==> src/rtl/prog_clock_divider_if.sv <==
// Control/observation bundle for prog_clock_divider.
//   Enable    : 1 = count, 0 = freeze divider state
//   Div_in    : requested ratio N
//   Div_load  : 1-cycle strobe capturing Div_in
//   Clock_out : registered divided waveform
//   Tick      : 1-cycle pulse on the cycle Clock_out rises
//   Pending   : a loaded ratio is waiting for the period boundary
//   Count     : current phase counter
interface prog_clock_divider_if #(
  parameter int unsigned W = 8
);

  logic         Enable;
  logic [W-1:0] Div_in;
  logic         Div_load;
  logic         Clock_out;
  logic         Tick;
  logic         Pending;
  logic [W-1:0] Count;

  modport master (
    output Enable, Div_in, Div_load,
    input  Clock_out, Tick, Pending, Count
  );

  modport slave (
    input  Enable, Div_in, Div_load,
    output Clock_out, Tick, Pending, Count
  );

endinterface

==> src/rtl/prog_clock_divider.sv <==
// Runtime-programmable integer clock divider (ratio 2..2^W-1).
// Fully synchronous: Clock_out is a registered waveform, never a derived clock.
// Ports:
//   Clock   : system clock
//   Reset   : asynchronous, active-low reset
//   ctrl_io : prog_clock_divider_if.slave (Enable, Div_in, Div_load in;
//             Clock_out, Tick, Pending, Count out)
module prog_clock_divider #(
  parameter int unsigned W           = 8,
  parameter int unsigned DEFAULT_DIV = 2
) (
  input  logic                   Clock,
  input  logic                   Reset,
  prog_clock_divider_if.slave    ctrl_io
);

  // One extra bit so (R+1)>>1 cannot overflow at R = 2^W-1.
  localparam int unsigned HW = W + 1;

  localparam logic [W-1:0] DefRatio = W'(DEFAULT_DIV);
  localparam logic [W-1:0] DefCount = W'(DEFAULT_DIV - 1);

  logic [W-1:0] ratio_q,      ratio_d;
  logic [W-1:0] count_q,      count_d;
  logic [W-1:0] pend_ratio_q, pend_ratio_d;
  logic         pending_q,    pending_d;
  logic         clk_out_q,    clk_out_d;
  logic         tick_q,       tick_d;

  logic [W-1:0]  load_val;
  logic          wrap;
  logic [HW-1:0] half;

  // Ratios below 2 are meaningless; clamp them to /2.
  assign load_val = (ctrl_io.Div_in < W'(2)) ? W'(2) : ctrl_io.Div_in;

  // Last phase of the current period.
  assign wrap = (count_q == (ratio_q - W'(1)));

  // High-phase length of the period that count_d/ratio_d belong to.
  assign half = (HW'(ratio_d) + HW'(1)) >> 1;

  // Next-state logic.
  always_comb begin
    ratio_d      = ratio_q;
    count_d      = count_q;
    pend_ratio_d = pend_ratio_q;
    pending_d    = pending_q;
    clk_out_d    = clk_out_q;
    tick_d       = 1'b0;

    // Loads are captured regardless of Enable; last one wins.
    if (ctrl_io.Div_load) begin
      pend_ratio_d = load_val;
      pending_d    = 1'b1;
    end

    if (ctrl_io.Enable) begin
      if (wrap) begin
        count_d = '0;
        tick_d  = 1'b1;
        // A load coinciding with the wrap bypasses the pending register.
        if (ctrl_io.Div_load) begin
          ratio_d = load_val;
        end else if (pending_q) begin
          ratio_d = pend_ratio_q;
        end
        pending_d = 1'b0;
      end else begin
        count_d = count_q + W'(1);
      end
      clk_out_d = (HW'(count_d) < half);
    end
  end

  // State registers.
  always_ff @(posedge Clock or negedge Reset) begin
    if (!Reset) begin
      ratio_q      <= DefRatio;
      count_q      <= DefCount;
      pend_ratio_q <= DefRatio;
      pending_q    <= 1'b0;
      clk_out_q    <= 1'b0;
      tick_q       <= 1'b0;
    end else begin
      ratio_q      <= ratio_d;
      count_q      <= count_d;
      pend_ratio_q <= pend_ratio_d;
      pending_q    <= pending_d;
      clk_out_q    <= clk_out_d;
      tick_q       <= tick_d;
    end
  end

  assign ctrl_io.Clock_out = clk_out_q;
  assign ctrl_io.Tick      = tick_q;
  assign ctrl_io.Pending   = pending_q;
  assign ctrl_io.Count     = count_q;

endmodule

==> src/flat_wrapper.sv <==
// flat-port wrapper written by rule: the top's interface ports become plain ports
module prog_clock_divider_flat 
#(
  parameter int unsigned W           = 8,
  parameter int unsigned DEFAULT_DIV = 2
)
  (Clock, Reset, ctrl_io_Enable, ctrl_io_Div_in, ctrl_io_Div_load, ctrl_io_Clock_out, ctrl_io_Tick, ctrl_io_Pending, ctrl_io_Count);
  prog_clock_divider_if #(.W(W)) ctrl_io_i ();
  input  logic Clock;
  input  logic Reset;
  input wire logic [$bits(ctrl_io_i.Enable)-1:0] ctrl_io_Enable;
  input wire logic [$bits(ctrl_io_i.Div_in)-1:0] ctrl_io_Div_in;
  input wire logic [$bits(ctrl_io_i.Div_load)-1:0] ctrl_io_Div_load;
  output wire logic [$bits(ctrl_io_i.Clock_out)-1:0] ctrl_io_Clock_out;
  output wire logic [$bits(ctrl_io_i.Tick)-1:0] ctrl_io_Tick;
  output wire logic [$bits(ctrl_io_i.Pending)-1:0] ctrl_io_Pending;
  output wire logic [$bits(ctrl_io_i.Count)-1:0] ctrl_io_Count;
  assign ctrl_io_i.Enable = ctrl_io_Enable;
  assign ctrl_io_i.Div_in = ctrl_io_Div_in;
  assign ctrl_io_i.Div_load = ctrl_io_Div_load;
  assign ctrl_io_Clock_out = ctrl_io_i.Clock_out;
  assign ctrl_io_Tick = ctrl_io_i.Tick;
  assign ctrl_io_Pending = ctrl_io_i.Pending;
  assign ctrl_io_Count = ctrl_io_i.Count;
  prog_clock_divider #(.W(W), .DEFAULT_DIV(DEFAULT_DIV)) u_core (.Clock(Clock), .Reset(Reset), .ctrl_io(ctrl_io_i));
endmodule
==> config.mk <==
export PLATFORM = sky130hd
export DESIGN_NAME = prog_clock_divider_flat
export DESIGN_NICKNAME = d
export VERILOG_FILES = /design/src/rtl/prog_clock_divider_if.sv /design/src/rtl/prog_clock_divider.sv /design/src/flat_wrapper.sv
export SDC_FILE = /design/constraint.sdc
export NUM_CORES = 1
export LEC_CHECK = 0
export BUFFER_PORTS_ARGS = -buffer_cell sky130_fd_sc_hd__buf_2
export CAP_MARGIN = 20
export CORE_MARGIN = 2
export CORE_UTILIZATION = 30
export CTS_BUF_LIST = sky130_fd_sc_hd__clkbuf_4 sky130_fd_sc_hd__clkbuf_8
export CTS_CLUSTER_DIAMETER = 50
export DETAILED_ROUTE_END_ITERATION = 12
export PLACE_DENSITY = 0.56
export SYNTH_ARGS = -nofsm -noshare
export SYNTH_HDL_FRONTEND = slang
export SYNTH_SLANG_ARGS = --single-unit
==> constraint.sdc <==
create_clock -name Clock -period 3.5 [get_ports Clock]
set_clock_uncertainty 0.15 [all_clocks]
set_input_delay 0.175 -clock Clock [delete_from_list [all_inputs] [get_ports Clock]]
set_output_delay 0.175 -clock Clock [all_outputs]
set_load 0.1 [all_outputs]
Yosys cells after proc, flatten, opt, wreduce, memory -nomap -nowiden
Cells that the tools add are included.
- register bits: 27
- input port bits: 12
- $add $sub $neg: 3
- equal/unequal tests: 1
- order comparisons: 2
- muxes and demuxes: 12
- operators with widths (cell ; count):
    $mux 8 ; 7
    $add 8x1->9 const B ; 1
    $add 8x1->8 const B ; 1
    $eq 8x8->1 ; 1
    $lt 8x2->1 const B ; 1
    $lt 8x8->1 ; 1
    $sub 8x1->8 const B ; 1
    $mux 1 ; 5

Logic depth before layout (Yosys ltp)
Gate-level depths: netlist of the first run.
- word-level depth: 7
- gate-level depth with buffers: 18
- mapped depth without buffers: 17

Worst setup path before layout of the first run
Ideal clock, no wire load.
- path type: register -> register
- start point: register u_core.count_q[2] (netlist: u_core.ctrl_io.Count[2])
- end point: register u_core.clk_out_q (netlist: u_core.ctrl_io.Clock_out)
- slack: -0.495 ns
- period minus slack after synthesis: 3.995 ns
- path buffers: 2
- library setup time: 0.088 ns
- data arrival time: 3.756 ns
- stages on the path, launching flop included: 17
- path through: dfrtp_1 -> buf_2 -> a21oi_1 -> a311o_1 -> a211o_1 -> buf_6 -> o32ai_2 -> nor3_2 -> nor4b_4 -> nand3_1 -> xor2_1 -> ha_1 -> a21oi_1 -> nor2b_1 -> o21ai_0 -> nand2_1 -> a41oi_1
- longest elaborated chain between the ends: 5
- elaborated cells on any way between the ends: 8
- classes of those cells: add/sub (2); order compare (1); eq/ne (1); mux (4)
- ends and longest elaborated chain (element ; line ; text):
    from (decl) ; prog_clock_divider.sv:24 ; logic [W-1:0] count_q, count_d;
    from (signal assigned) ; prog_clock_divider.sv:80 ; count_q <= DefCount;
    from (signal assigned) ; prog_clock_divider.sv:87 ; count_q <= count_d;
    $eq 8x8->1 ; prog_clock_divider.sv:38 ; assign wrap = (count_q == (ratio_q - W'(1)));
    $mux 8 ; prog_clock_divider.sv:59 ; if (wrap) begin
    $mux 8 ; prog_clock_divider.sv:58 ; if (ctrl_io.Enable) begin
    $add 8x1->9 ; prog_clock_divider.sv:41 ; assign half = (HW'(ratio_d) + HW'(1)) >> 1;
    $lt 8x8->1 (*) ; prog_clock_divider.sv:72 ; clk_out_d = (HW'(count_d) < half);
    to (signal assigned) ; prog_clock_divider.sv:90 ; clk_out_q <= clk_out_d;
    to (decl) ; prog_clock_divider.sv:27 ; logic clk_out_q, clk_out_d;
Every way passes the cells marked *; elsewhere a longest branch is shown, timed or not. The select of a mux whose other input is x is not followed.
A chain may end at the register's enable or synchronous reset.

Worst setup path in the final report of the first run
- start point: register u_core.ratio_q[1]
- end point: register u_core.clk_out_q (netlist: u_core.ctrl_io.Clock_out)
- longest elaborated chain between the ends: 6
- elaborated cells on any way between the ends: 10
- classes of those cells: add/sub (2); order compare (1); eq/ne (1); mux (6)
- ends and longest elaborated chain (element ; line ; text):
    from (decl) ; prog_clock_divider.sv:23 ; logic [W-1:0] ratio_q, ratio_d;
    from (signal assigned) ; prog_clock_divider.sv:79 ; ratio_q <= DefRatio;
    from (signal assigned) ; prog_clock_divider.sv:86 ; ratio_q <= ratio_d;
    $sub 8x1->8 ; prog_clock_divider.sv:38 ;
    $eq 8x8->1 ; prog_clock_divider.sv:38 ;
    $mux 8 ; prog_clock_divider.sv:59 ;
    $mux 8 ; prog_clock_divider.sv:58 ;
    via u_core.ratio_d[2] ; prog_clock_divider.sv:23 ;
    $add 8x1->9 ; prog_clock_divider.sv:41 ;
    $lt 8x8->1 ; prog_clock_divider.sv:72 ;
The timed path passes the listed nets, and every way through them passes these cells. The select of a mux whose other input is x is not followed.

==> flow_metrics.tcl, run 1 <==
set metrics [dict create \
    outcome "finished with violations" \
    regToRegSetupSlack_ns -0.18 \
    final_util_pct 40.7 \
    area_delta_synth_final_pct 32.3 \
    fmax_mhz 272 \
    initial_core_util_pct 30.8 \
    netlist_area_sq_um 1940 \
    avgSynthCellArea_sq_um 9.16 \
    dp_slack_ns -0.242 \
    ir_drop_mv 0.363 \
    synthCells 212 \
    synth_top_area_share_pct 30.9 \
    layout_commonest_cell "buf_4" \
    ant_nets 0 \
    ys_seq_elements 27 \
    synthAdderAreaFrac_pct 6.44 \
    cp-start-kind "flop" \
    violations "setup timing" \
    instances_no_fill 342 \
    yosys.area.top_type "dfrtp_1" \
    dp_cells 335 \
    startpoint "u_core.ratio_q[1]" \
    cts_buffers 3 \
    worstReg2RegStart "u_core.ratio_q[1]" \
    rows 29 \
    rsz0062_at_grt "true" \
    drv_slew 0 \
    fillers 652 \
    cts_tree "built" \
    yosys-top-cells-area "dfrtp_1 31%, ha_1 6.4%, xor2_1 5.0%" \
    place.port_buffers 22 \
    cp-end-kind "flop" \
    cts_max_path_buffers 2 \
    cts_sinks 27 \
    synthesis.nets 234 \
    ys_warn_count 0 \
    cts_root_buffer "clkbuf_8" \
    die_h_um 84.5 \
    vias_per_cell 5.01 \
    drv_cap 0 \
    relSlewSlack_pct 57.1 \
    finalHoldViolCount 0 \
    wl_per_cell_um 14.5 \
    crit_path_cell_trace "inv_2 -> ha_4 -> nand2b_4 -> a311o_1 -> a211o_4 -> o32ai_1 -> a211o_1 -> nor4b_4 -> nand3_1 -> xor2_1 -> ha_1 -> a21oi_2 -> nor2b_1 -> o21ai_1 -> nand2_1 -> a41oi_2" \
    die_x_um 84.5 \
    tightest_slew_ns 0.644 \
    yosysUniqueCellTypes 47 \
    gp_congestion 0.812 \
    setup_viol 1 \
    drc_errors 0 \
    ys_seq_area_share_pct 35.0 \
    min_path_type "input port to flop" \
    muxShareOfSynthArea_pct 5.15 \
    wirelength_um 4950 \
    required_ns 3.55 \
    reg2regPathDepth 16 \
    finalPower_mw 2.38 \
    min_from "ctrl_io_Div_in[6]" \
    min_period_ns 3.68 \
    num_antenna_cells 0 \
    crit_slowest_cell "dfstp_2" \
    hold_ws_ns 0.00536 \
    synth_top_family_by_area "simple AND/OR/NAND/NOR gates" \
    synth_compound_area_share_pct 15.7 \
    post-dp-hpwl_um 3760 \
    die_area_sq_um 7130 \
    h-tree-depth 1 \
    synth-xor-area-share_pct 9.02 \
    grt.overflow.total 0 \
    grt_start_max_net_pins 28 \
    core_sq_um 6310 \
    layout_common_cells "33 x buf_4, 22 x buf_2, 15 x nand2_1, 15 x dfrtp_1, 12 x nor2_1" \
    finalCritPeriodShare_pct 105 \
    path_max_fanout 7 \
    grt_pass1_wl_um 8290 \
    synthFlopType "dfrtp_1" \
    crit_path_end "u_core.ctrl_io.Clock_out" \
    grt_pass1_vias 1724 \
    path_clk_slew_ns 0.10 \
    synthArstFlopShare_pct 100 \
    first_pass_iters 4 \
    antenna_found_initial 0 \
    io_pins 23 \
    drive_gt1_share_pct 39.6 \
    grt_usage_pct 14.3 \
    crit_type "flop to flop" \
    max_stage_delay_ns 0.55 \
    synth_edf_count 0 \
    synth_simple_gate_area_share_pct 23.9 \
    cp.arrival_ns 3.73 \
    clk-insertion-delay-late_ns 0.28 \
    fin_ws_ns -0.176 \
    final_nets 288 \
    detail_route.iter0.violations 68 \
    p_leak_nw 1.12 \
    vias 1714 \
    p_per_area_nw_per_um2 927 \
    r2r_end "u_core.ctrl_io.Clock_out" \
]
## flip-flops by register name, summed over array words and instances (netlist names)
register / count
u_core.ctrl_io.Clock_out: 1
u_core.ctrl_io.Count: 8
u_core.ctrl_io.Pending: 1
u_core.ratio_q: 8
u_core.pend_ratio_q: 8
u_core.ctrl_io.Tick: 1
## where the power goes
part           internal (mW)  total [mW]  switching (mW)
clock network         0.0896       0.194           0.104
registers              0.424       0.540           0.116
logic                  0.686        1.65           0.962
total                   1.20        2.38            1.18
## synthesized netlist by cell type (4+ instances only)
master / n
nand2_1: 15
nand3_1: 10
nor2_1: 13
xnor2_1: 9
mux2_2: 8
o21ai_0: 10
nand2b_1: 8
inv_1: 13
nor2b_1: 8
dfrtp_1: 24
xor2_1: 11
nor3_1: 8
clkbuf_1: 4
and3_1: 4
a21oi_1: 8
ha_1: 10
## layer usage
metal	GRT usage (%)	vias up	share of wire (%)	wire, um
met2	25.3	16	50	2460
li1	-	855	-	-
met1	18.8	839	48	2370
met5	0	-	0	0
met4	3.90	0	1.2	58
met3	1.28	4	1.3	65
## repair_timing
action	4_1_cts	5_1_grt
hold endpoints to repair	25	0
resized for setup	8	12
pin swaps	7	7
cloned	0	0
setup endpoints to repair	1	1
hold buffers	2	0
setup buffers	1	0
## metrics by stage
step                setup TNS, ns  cell area, sq um
floorplan                 -0.0250              1980
global placement           -0.147              2390
detailed placement         -0.242              2390
CTS                        -0.142              2520
global route               -0.370              2570
finish                     -0.176              2570
## worst min-delay path by stage
stage	depth (start not counted)	endpoint	slack, ns
after floorplan	0	u_core.ctrl_io.Clock_out	-0.27
after global routing	2	u_core.pend_ratio_q[7]	0.02
after CTS	3	u_core.pend_ratio_q[6]	0.01
after detailed placement	1	u_core.pend_ratio_q[7]	0.09
after global placement	1	u_core.pend_ratio_q[7]	0.09
final	3	u_core.pend_ratio_q[6]	0.005
## logic make-up after synthesis
group / after synthesis
AO/OA/AOI/OAI: 41
XOR/XNOR: 20
adder cells (fa/ha/maj): 10
buffers and inverters: 22
flip-flops: 27
multiplexers: 9
AND/OR/NAND/NOR: 83
## layout make-up
type	instances	area, sq um	area share [%]
inverters	13	48.8	1.90
flip-flops and latches	27	696	27.1
clock buffers	4	48.8	1.90
repair buffers	58	389	15.1
well taps	77	96.3	3.75
multi-input cells	163	1290	50.2
## worst max-delay path, delay by kind of cell (launching register included)
family | cells | cell delay, ns
and+or+nand+nor | 5 | 0.64
adders and majority gates | 2 | 0.46
AOI/OAI and AO/OA | 7 | 1.59
xor gates and xnor gates | 1 | 0.16
DFF | 1 | 0.55
buffers and inverters | 1 | 0.04
Note: power is estimated with default switching activity, not from simulation.
==> run 2, diff against run 1 <==
--- a/config.mk
+++ b/config.mk
@@ -9,7 +9,7 @@
 export CAP_MARGIN = 20
 export CORE_MARGIN = 2
 export CORE_UTILIZATION = 30
-export CTS_BUF_LIST = sky130_fd_sc_hd__clkbuf_4 sky130_fd_sc_hd__clkbuf_8
+export CTS_BUF_LIST = sky130_fd_sc_hd__clkbuf_2
 export CTS_CLUSTER_DIAMETER = 50
 export DETAILED_ROUTE_END_ITERATION = 12
 export PLACE_DENSITY = 0.56
==> flow_metrics.tcl, run 2 (synthesized netlist as in run 1, its figures left out) <==
set metrics [dict create \
    dp_slack_ns -0.242 \
    fin_ws_ns -0.177 \
    h-tree-depth 1 \
    final_nets 299 \
    reg2regPathDepth 16 \
    layout_common_cells "36 x buf_4, 22 x buf_2, 15 x nand2_1, 15 x dfrtp_1, 12 x nor2_1" \
    min_path_type "input port to flop" \
    antenna_found_initial 0 \
    layout_commonest_cell "buf_4" \
    holdPathStages 3 \
    crit_buf_inv 3 \
    cts_buffers 3 \
    path_max_fanout 7 \
    crit_type "flop to flop" \
    instances_no_fill 353 \
    drc_errors 0 \
    max_stage_delay_ns 0.60 \
    crit_path_cell_trace "inv_2 -> ha_4 -> nand2b_4 -> a311o_1 -> a211o_4 -> or2_1 -> buf_4 -> a21oi_1 -> o21ai_4 -> buf_4 -> xor2_1 -> ha_1 -> and3_4 -> nand3_1 -> nand2_1 -> a41oi_2" \
    io_pins 23 \
    die_x_um 84.5 \
    worstReg2RegStart "u_core.ratio_q[1]" \
    tightest_slew_ns 0.642 \
    area_delta_synth_final_pct 36.5 \
    violations "setup timing" \
    dp_cells 335 \
    die_h_um 84.5 \
    rsz0062_at_grt "true" \
    crit_top_cell "buf_4" \
    post-dp-hpwl_um 3760 \
    vias 1762 \
    fillers 651 \
    p_per_area_nw_per_um2 888 \
    finalHoldViolCount 0 \
    cp-end-kind "flop" \
    design_area_sq_um 2650 \
    place.port_buffers 22 \
    grt_pass1_vias 1776 \
    wl_per_cell_um 14.4 \
    relSlewSlack_pct 57.2 \
    hold_path_end "u_core.pend_ratio_q[1]" \
    cp-start-kind "flop" \
    vias_per_cell 4.99 \
    core_sq_um 6310 \
    regToRegSetupSlack_ns -0.18 \
    grt_pass1_wl_um 8510 \
    drive_gt1_share_pct 39.5 \
    hold_ws_ns 0.0628 \
    path_delay_family "compound AO/OA/AOI/OAI gates" \
    cp.arrival_ns 3.88 \
    setup_viol 1 \
    cts_max_path_buffers 2 \
    clk-insertion-delay-late_ns 0.40 \
    outcome "finished with violations" \
    required_ns 3.70 \
    crit_slowest_cell "dfstp_2" \
    grt_usage_pct 14.7 \
    grt_start_max_net_pins 28 \
    wirelength_um 5070 \
    min_from "ctrl_io_Div_load" \
    finalPower_mw 2.35 \
    ant_nets 0 \
    fmax_mhz 272 \
    drv_cap 0 \
    cts_sinks 27 \
    die_area_sq_um 7130 \
    rows 29 \
    place_area_sq_um 2390 \
    initial_core_util_pct 30.8 \
    cts_tree "built" \
    drv_slew 0 \
    min_period_ns 3.68 \
    finalCritPeriodShare_pct 105 \
    ir_drop_mv 0.381 \
    num_antenna_cells 0 \
    detail_route.iter0.violations 69 \
    grt.overflow.total 0 \
    gp_congestion 0.812 \
    first_pass_iters 4 \
    p_leak_nw 1.16 \
    r2r_end "u_core.ctrl_io.Clock_out" \
    cts_root_buffer "clkbuf_2" \
    path_clk_slew_ns 0.27 \
]
run 2: cell types whose count changed in the layout (fill, tap and decap cells not counted), sizes merged:
| cell | previous run | this run |
|---|---|---|
| buf | 56 | 59 |
| dlygate4sd3 | 2 | 10 |
run 2: power by group:
group          switching [mW]  total (mW)  internal [mW]
Sequential              0.113       0.536          0.423
Clock                   0.104       0.134         0.0300
Combinational           0.971        1.68          0.713
Total                    1.19        2.35           1.17
run 2: what timing repair did:
| item | CTS | global route |
|---|---|---|
| hold endpoints to repair | 36 | 0 |
| pin swaps | 6 | 7 |
| buffers inserted | 1 | 3 |
| setup endpoints to repair | 1 | 1 |
| hold buffers | 10 | 0 |
| gates resized for setup | 8 | 13 |
run 2: worst max path at each step:
| stage | startpoint | endpoint | cells after the start |
|---|---|---|---|
| CTS | u_core.ratio_q[1] | u_core.ctrl_io.Clock_out | 18 |
| global route | u_core.ratio_q[1] | u_core.ctrl_io.Clock_out | 18 |
| floorplan | u_core.ratio_q[1] | u_core.ctrl_io.Clock_out | 17 |
| detailed placement | u_core.ratio_q[1] | u_core.ctrl_io.Clock_out | 17 |
| global placement | u_core.ratio_q[1] | u_core.ctrl_io.Clock_out | 16 |
| finish | u_core.ratio_q[1] | u_core.ctrl_io.Clock_out | 16 |
run 2: through the flow:
step,util (%),TNS [ns]
after floorplan,-,-0.0250
after global placement,37.9,-0.147
after detailed placement,37.9,-0.242
after CTS,40.7,-0.168
after global routing,42.0,-0.397
final,42.0,-0.177
run 2: area by class of cell:
class | instances | area, sq um | share of cell area [%]
Multi-Input combinational cell | 163 | 1300 | 49.0
Sequential cell | 27 | 696 | 26.2
Timing Repair Buffer | 69 | 492 | 18.5
Tap cell | 77 | 96.3 | 3.63
Inverter | 13 | 48.8 | 1.84
Clock buffer | 4 | 20.0 | 0.755
run 2: routing by layer:
layer	global-route usage, %	vias to the layer above	part of all wire [%]
li1	-	877	-
met1	19.0	848	47
met2	26.0	30	49
met3	0.983	7	2.3
met4	5.19	0	1.7
met5	0	-	0
run 2: worst min-delay path, cell delays in order:
cell and delay (ns):
buf_2 0.24, nor2_1 0.18, nor2_1 0.05
==> run 3, diff against run 2 <==
--- a/config.mk
+++ b/config.mk
@@ -9,7 +9,7 @@
 export CAP_MARGIN = 20
 export CORE_MARGIN = 2
 export CORE_UTILIZATION = 30
-export CTS_BUF_LIST = sky130_fd_sc_hd__clkbuf_2
+export CTS_BUF_LIST = sky130_fd_sc_hd__clkbuf_4
 export CTS_CLUSTER_DIAMETER = 50
 export DETAILED_ROUTE_END_ITERATION = 12
 export PLACE_DENSITY = 0.56
==> flow_metrics.tcl, run 3 (synthesized netlist as in run 1, its figures left out) <==
set metrics [dict create \
    p_sw_mw 1.19 \
    use_met2_pct 26.0 \
    grt.overflow.total 0 \
    initial_core_util_pct 30.8 \
    clkPwrFrac_pct 6.4 \
    cp-start-kind "flop" \
    path_max_fanout 7 \
    p_leak_nw 1.15 \
    path_delay_family "compound AO/OA/AOI/OAI gates" \
    rows 29 \
    cp.arrival_ns 3.77 \
    regArea_sq_um 696 \
    max_stage_delay_ns 0.57 \
    fmax_mhz 273 \
    drc_errors 0 \
    drv_slew 0 \
    area_delta_synth_final_pct 36.1 \
    gp_congestion 0.812 \
    netSwitchingFraction_pct 49.8 \
    wirelength_um 4980 \
    num_antenna_cells 0 \
    crit_path_cell_trace "inv_2 -> ha_4 -> nand2b_4 -> a311o_1 -> a211o_4 -> or2_1 -> a211o_1 -> nor4b_4 -> nand3_1 -> xor2_1 -> ha_1 -> a21oi_2 -> nor2b_1 -> o21ai_1 -> nand2_1 -> a41oi_2" \
    min_path_type "input port to flop" \
    cts_sinks 27 \
    multiInputGateArea_sq_um 1300 \
    p_int_mw 1.20 \
    finalPower_mw 2.38 \
    min_period_ns 3.66 \
    die_x_um 84.5 \
    fin_ws_ns -0.165 \
    outcome "finished with violations" \
    tns_ns -0.165 \
    io_pins 23 \
    relSlewSlack_pct 57.1 \
    final_nets 297 \
    vias_per_cell 4.94 \
    grt_pass1_vias 1769 \
    place.port_buffers 22 \
    ir_drop_mv 0.362 \
    ant_nets 0 \
    wl_per_cell_um 14.2 \
    crit_slowest_cell "dfstp_2" \
    met3_usage_pct 1.28 \
    cts_root_buffer "clkbuf_4" \
    h-tree-depth 1 \
    detail_route.iter0.violations 113 \
    seq_power_share_pct 22.5 \
    crit_type "flop to flop" \
    fillers 649 \
    rsz0062_at_grt "true" \
    grt_pass1_wl_um 8470 \
    first_pass_iters 4 \
    vias 1734 \
    finalHoldViolCount 0 \
    setup_viol 1 \
    cts_max_path_buffers 2 \
    post-dp-hpwl_um 3760 \
    busiest_layer "met2" \
    drv_cap 0 \
    violations "setup timing" \
    pwr-share-comb_pct 71.1 \
    finalCritPeriodShare_pct 105 \
    cts_tree "built" \
    antenna_found_initial 0 \
    path_clk_slew_ns 0.16 \
    layout_commonest_cell "buf_4" \
    core_sq_um 6310 \
    grt_usage_pct 14.5 \
    crit_buf_inv 1 \
    layout_common_cells "36 x buf_4, 22 x buf_2, 15 x nand2_1, 15 x dfrtp_1, 12 x nor2_1" \
    tightest_slew_ns 0.644 \
    grt_use_met1_pct 19.0 \
    clk-insertion-delay-late_ns 0.33 \
    cts_buffers 3 \
    cp-end-kind "flop" \
    drive_gt1_share_pct 40.1 \
    grt_start_max_net_pins 28 \
    die_h_um 84.5 \
    die_area_sq_um 7130 \
    required_ns 3.61 \
    p_per_area_nw_per_um2 901 \
]
[run 3: cell count changes in the layout (fill, tap and decap cells not counted)]
cell and change:
ha_1 -1, clkbuf_4 +4, clkbuf_2 -4, ha_2 +1, dlygate4sd3_1 -2
[run 3: final cells by class]
class / count / area share (%)
sequential: 27 / 26.3
tap: 77 / 3.64
multi-input combinational: 163 / 49.2
timing repair buffer: 67 / 17.8
inverter: 13 / 1.85
clock buffer: 4 / 1.14
[run 3: final timing paths]
kind / from / endpoint / slack [ns] / depth (start not counted)
min in group asynchronous: Reset / u_core.pend_ratio_q[5] / 0.22 / 2
hold / removal: ctrl_io_Div_in[5] / u_core.pend_ratio_q[5] / 0.0007 / 3
hold reg to reg: u_core.pend_ratio_q[7] / u_core.pend_ratio_q[7] / 0.38 / 1
max in group asynchronous: Reset / u_core.ctrl_io.Count[2] / 2.50 / 2
setup reg to reg: u_core.ratio_q[1] / u_core.ctrl_io.Clock_out / -0.16 / 16
setup / recovery: u_core.ratio_q[1] / u_core.ctrl_io.Clock_out / -0.16 / 16
[run 3: routing by layer]
metal | share of wire (%) | up-vias
met5 | 0 | -
met4 | 0.82 | 0
met3 | 1.3 | 2
met2 | 50 | 12
met1 | 47 | 846
li1 | - | 874
[run 3: tightest hold or removal path, cell delays in order]
cell and delay (ns):
buf_2 0.10, nand2_1 0.09, o21ai_0 0.09
[run 3: timing repair]
action / CTS / global route
endpoints found under the hold margin: 31 / 0
buffers inserted: 1 / 3
hold buffers: 8 / 0
pin swaps: 6 / 7
endpoints found under the setup margin: 1 / 1
resized for setup: 8 / 14
[run 3: stage by stage]
step / hold slack [ns] / setup slack [ns] / cell area [sq um] / instances / utilization, %
after floorplan: -0.271 / -0.0250 / 1980 / 212 / -
after global placement: 0.0880 / -0.147 / 2390 / 335 / 37.9
after detailed placement: 0.0899 / -0.242 / 2390 / 335 / 37.9
after CTS: 0.00938 / -0.152 / 2560 / 348 / 40.5
after global routing: 0.0287 / -0.375 / 2640 / 351 / 41.9
final: 0.000693 / -0.165 / 2640 / 351 / 41.9
[run 3: power groups by stage]
stage | clock [mW] | combinational (mW) | sequential (mW)
floorplan | 0 | 0.766 | 0.819
global placement | 0 | 1.51 | 0.539
detailed placement | 0 | 1.53 | 0.541
CTS | 0.159 | 1.59 | 0.536
global route | 0.171 | 1.85 | 0.554
finish | 0.152 | 1.69 | 0.537
